## config.mk

```make
export PLATFORM = sky130hd
export DESIGN_NAME = regfile_arbiter
export DESIGN_NICKNAME = d
export VERILOG_FILES = /design/src/rtl/regfile_arbiter.sv
export SDC_FILE = /design/constraint.sdc
export NUM_CORES = 1
export LEC_CHECK = 0
export CORE_UTILIZATION = 39
export CTS_BUF_LIST = sky130_fd_sc_hd__clkbuf_4
export DETAILED_ROUTE_END_ITERATION = 6
export HOLD_SLACK_MARGIN = 0.08
export PLACE_DENSITY = 0.77
export SYNTH_ARGS = -nofsm -noshare
export SYNTH_HDL_FRONTEND = slang
export SYNTH_SLANG_ARGS = --single-unit
```

## constraint.sdc

```tcl
create_clock -name clk -period 1.39 [get_ports clk]
set_clock_uncertainty 0.05 [all_clocks]
set_input_delay 0.278 -clock clk [delete_from_list [all_inputs] [get_ports clk]]
set_output_delay 0.278 -clock clk [all_outputs]
set_load 0.01 [all_outputs]
```

## src/rtl/regfile_arbiter.sv

```systemverilog
// Arbitrates one combinational-read register file between bus strobes (always win) and a held internal request.
// Latency: bus 0 cycles; internal accept t -> issue t+1 at earliest -> read data t+2.
// Backpressure: int_ready drops while a request is held; every bus strobe cycle stalls the held request.
module regfile_arbiter #(
    parameter int ADRW   = 1,
    parameter int DATW   = 1,
    parameter int STALLW = 8
) (
    input  logic              clk,
    input  logic              rst,
    input  logic [ADRW-1:0]   bus_r_adr,
    input  logic [ADRW-1:0]   bus_w_adr,
    input  logic              bus_do_read,
    input  logic              bus_do_write,
    input  logic [DATW-1:0]   bus_w_data,
    output logic [DATW-1:0]   bus_rdata,
    input  logic              int_valid,
    output logic              int_ready,
    input  logic              int_we,
    input  logic [ADRW-1:0]   int_adr,
    input  logic [DATW-1:0]   int_wdata,
    output logic              int_rvalid,
    output logic [DATW-1:0]   int_rdata,
    output logic [ADRW-1:0]   mem_adr,
    output logic              mem_we,
    output logic [DATW-1:0]   mem_wdata,
    input  logic [DATW-1:0]   mem_rdata,
    output logic [STALLW-1:0] stall_cnt
);

    typedef enum logic {EMPTY = 1'b0, HELD = 1'b1} state_t;

    state_t            state, state_nxt;
    logic              held_we;
    logic [ADRW-1:0]   held_adr;
    logic [DATW-1:0]   held_wdata;
    logic              bus_strobe;
    logic              issue;
    logic              capture;

    assign bus_strobe = bus_do_read | bus_do_write;
    assign bus_rdata  = mem_rdata;
    assign int_ready  = (state == EMPTY);
    assign capture    = (state == EMPTY) & int_valid;

    always_comb begin
        state_nxt = state;
        issue     = 1'b0;
        mem_adr   = held_adr;
        mem_we    = 1'b0;
        mem_wdata = held_wdata;
        if (bus_do_write) begin
            mem_adr   = bus_w_adr;
            mem_we    = 1'b1;
            mem_wdata = bus_w_data;
        end else if (bus_do_read) begin
            mem_adr = bus_r_adr;
        end else if (state == HELD) begin
            issue  = 1'b1;
            mem_we = held_we;
        end
        if (capture) begin
            state_nxt = HELD;
        end else if (issue) begin
            state_nxt = EMPTY;
        end
        // Reset overrides everything, including a write strobe arriving mid-reset.
        if (rst) begin
            mem_we = 1'b0;
            issue  = 1'b0;
        end
    end

    always_ff @(posedge clk) begin
        if (rst) begin
            state      <= EMPTY;
            held_we    <= 1'b0;
            held_adr   <= '0;
            held_wdata <= '0;
            int_rvalid <= 1'b0;
            int_rdata  <= '0;
            stall_cnt  <= '0;
        end else begin
            state      <= state_nxt;
            int_rvalid <= issue & ~held_we;
            if (capture) begin
                held_we    <= int_we;
                held_adr   <= int_adr;
                held_wdata <= int_wdata;
            end
            if (issue && !held_we) begin
                int_rdata <= mem_rdata;
            end
            if ((state == HELD) && bus_strobe && (stall_cnt != {STALLW{1'b1}})) begin
                stall_cnt <= stall_cnt + 1'b1;
            end
        end
    end

endmodule

```

==> impl_metrics.py <==
metrics = {
    "run_status": {
        "status": "finished with violations",
        "violations": "setup timing",
    },
    "yosys": {
        "ys_types": 30,
        "syn_area_per_cell_um2": 9.13,
        "synth_nets": 84,
        "synthTopCellsByArea": "dfxtp_1, mux2i_1, nor2_1",
        "synth_area_leader_cell": "dfxtp_1",
        "syn-instance-count": 71,
        "ys_top_cells_by_count": "dfxtp_1, nor2_1, mux2i_1",
        "netlist_area_um2": 648,
        "yosysWarnings": 0,
        "ys_ff_latch": 14,
        "async_flop_share_pct": 0,
        "yosysMostFrequentCell": "dfxtp_1",
        "synth_top_area_share_pct": 43.2,
        "synth_edf_count": 0,
        "synth_ff_type": "dfxtp_1",
        "ys_seq_area_share_pct": 43.2,
    },
    "floorplanning": {
        "die_width_um": 42.8,
        "dieArea_mm2": 0.00183,
        "fp.dieH_um": 42.8,
        "fp-row-count": 14,
        "start_util_pct": 42.5,
        "io_pins": 27,
        "coreArea_mm2": 0.00152,
    },
    "power": {
        "irDropWorstVdd_uv": 540,
        "total_power_mw": 0.783,
        "power_density_mw_per_mm2": 763,
        "leakagePower_nw": 0.471,
    },
    "setup_path": {
        "start_kind": "input port",
        "critPathKind": "input port to primary output",
        "reg2reg_slack_ns": 0.02,
        "r2r-start": "state",
        "worstPathMaxFanout": 1,
        "worstPathRequired_ns": 1.06,
        "cp-startpoint": "bus_w_data",
        "rr_endpoint": "int_rdata",
        "cp-end-kind": "primary output",
        "endpoint": "mem_wdata",
        "worst_ep_arrival_time_ns": 1.07,
        "r2r_cells": 4,
    },
    "drt": {
        "ant_nets": 0,
        "dr_total_vias": 652,
        "drt_iter0_markers": 15,
        "drt-total-wl_mm": 1.55,
        "viasPerCell": 5.30,
        "firstDrtPassIters": 4,
        "drcViolationCount": 0,
        "routedWlPerCell_um": 12.6,
    },
    "layout": {
        "regArea_um2": 293,
        "antenna_cells": 0,
        "multi_input_area_um2": 375,
        "nNetsFinal": 122,
        "final_util_pct": 67.3,
        "stdcell_count": 123,
        "drive_gt1_share_pct": 30.8,
        "area_delta_synth_final_pct": 58.3,
        "nFillCells": 142,
    },
    "clocking": {
        "cts_tree": "yes",
        "cts_sinks": 14,
        "numCtsBuffers": 3,
        "clk_pin_slew_ns": 0.08,
        "htree_num_levels": 1,
        "cts.path.max_buffers": 2,
        "ctsRootBufferMaster": "clkbuf_4",
        "insertion_delay_ns": 0.28,
        "cts_setup_buffers": 0,
    },
    "timing": {
        "slew_headroom_pct": 83.9,
        "rsz0062_at_grt": "yes",
        "fin_crit_sh_pct": 100,
        "hold-worst-slack_ns": 0.423,
        "drv_slew": 0,
        "max_freq_mhz": 717,
        "setup_viol": 1,
        "finalCriticalPeriod_ns": 1.39,
        "hold_viol": 0,
        "tightest_slew_ns": 0.240,
        "worst_slack_ns": -0.00418,
    },
    "worst_hold_path": {
        "hold_path_class": "input port to register",
    },
    "grt": {
        "grt_pass1_vias": 627,
        "antenna_found_initial": 0,
        "grt_pass1_wl_mm": 2.56,
        "grt-ovfl-total": 0,
        "grt_max_degree": 15,
        "grt_usage_pct": 19.5,
    },
    "placed_design": {
        "io_buffers": 26,
        "dp_cells": 120,
        "gp_congestion": 0.821,
        "dp_hpwl_mm": 1.13,
    },
    "flow_run": {
        "maxCapViolations": 0,
    },
}
==> layer usage <==
layer | vias up | track usage, % | wire (um) | part of all wire (%)
li1 | 329 | - | - | -
met5 | - | 0 | 0 | 0
met1 | 300 | 22.9 | 684 | 44
met4 | 0 | 11.3 | 31 | 2.0
met3 | 5 | 8.94 | 87 | 5.6
met2 | 18 | 28.8 | 746 | 48
==> stage by stage <==
| stage | area, um2 | TNS, ns | setup slack [ns] |
|---|---|---|---|
| 3_5_place_dp | 987 | -5.89 | -0.565 |
| 4_1_cts | 1010 | -0.0108 | -0.00814 |
| 5_1_grt | 1030 | -0.0875 | -0.0273 |
| 6_report | 1030 | -0.00418 | -0.00418 |
| 2_1_floorplan | 651 | 0 | 0.0182 |
| 3_3_place_gp | 987 | -5.53 | -0.545 |
==> cells in the final DEF, fill, tap and decap left out, types with 3 or more instances in the layout <==
cell              n
dfxtp_2           7
clkdlybuf4s50_1   7
dfxtp_1           6
dlygate4sd2_1    14
clkbuf_4          3
buf_4             9
mux2i_1           5
nor2_1           13
a21oi_1           4
==> registers in the layout, summed over array words and instances (netlist names) <==
register and cells:
stall_cnt 8, held_adr 1, held_wdata 1, held_we 1, int_rdata 1, int_rvalid 1, state 1
==> kinds of logic (layout without fill, tap and decap cells) <==
kind of cell               after synthesis  count (layout)  share of synthesized area (%)
DFF                                     14              14                           43.2
xor gates and xnor gates                 2               2                           2.70
muxes                                    8               8                           12.9
and+or+nand+nor                         27              27                           21.4
AOI/OAI and AO/OA                       14              14                           14.3
adders and majority gates                1               1                           1.93
buffers and inverters                    5              41                           3.47
==> report_power, final <==
| group | switching [mW] | total [mW] | internal (mW) |
|---|---|---|---|
| sequential | 0.0110 | 0.426 | 0.415 |
| clock | 0.122 | 0.223 | 0.101 |
| combinational | 0.0565 | 0.134 | 0.0779 |
| total | 0.190 | 0.783 | 0.593 |
==> critical path, cell delays in order <==
cell,delay (ns)
clkdlybuf4s50_1,0.40
mux2_2,0.27
buf_6,0.12
==> how the worst min path moves through the flow <==
stage | end | slack (ns) | cells after the start | start
2_1_floorplan | stall_cnt[5] | 0.30 | 1 | rst
3_3_place_gp | held_adr | 0.43 | 2 | held_adr
3_5_place_dp | held_wdata | 0.44 | 2 | held_wdata
4_1_cts | int_rvalid | 0.44 | 3 | rst
5_1_grt | int_rvalid | 0.43 | 3 | rst
6_report | int_rvalid | 0.42 | 3 | rst
==> timing repair <==
action                     in CTS  in global routing
pin swaps                       0                  4
gates resized for setup        39                  6
hold buffers                    0                  0
setup endpoints to repair      24                 10
==> area by class of cell <==
| class | count | share of cell area (%) |
|---|---|---|
| Timing Repair Buffer | 35 | 29.6 |
| Clock buffer | 3 | 2.20 |
| Sequential cell | 14 | 28.5 |
| Tap cell | 16 | 1.95 |
| Multi-Input combinational cell | 52 | 36.6 |
| Inverter | 3 | 1.10 |
Note: power is estimated with default switching activity, not from simulation.
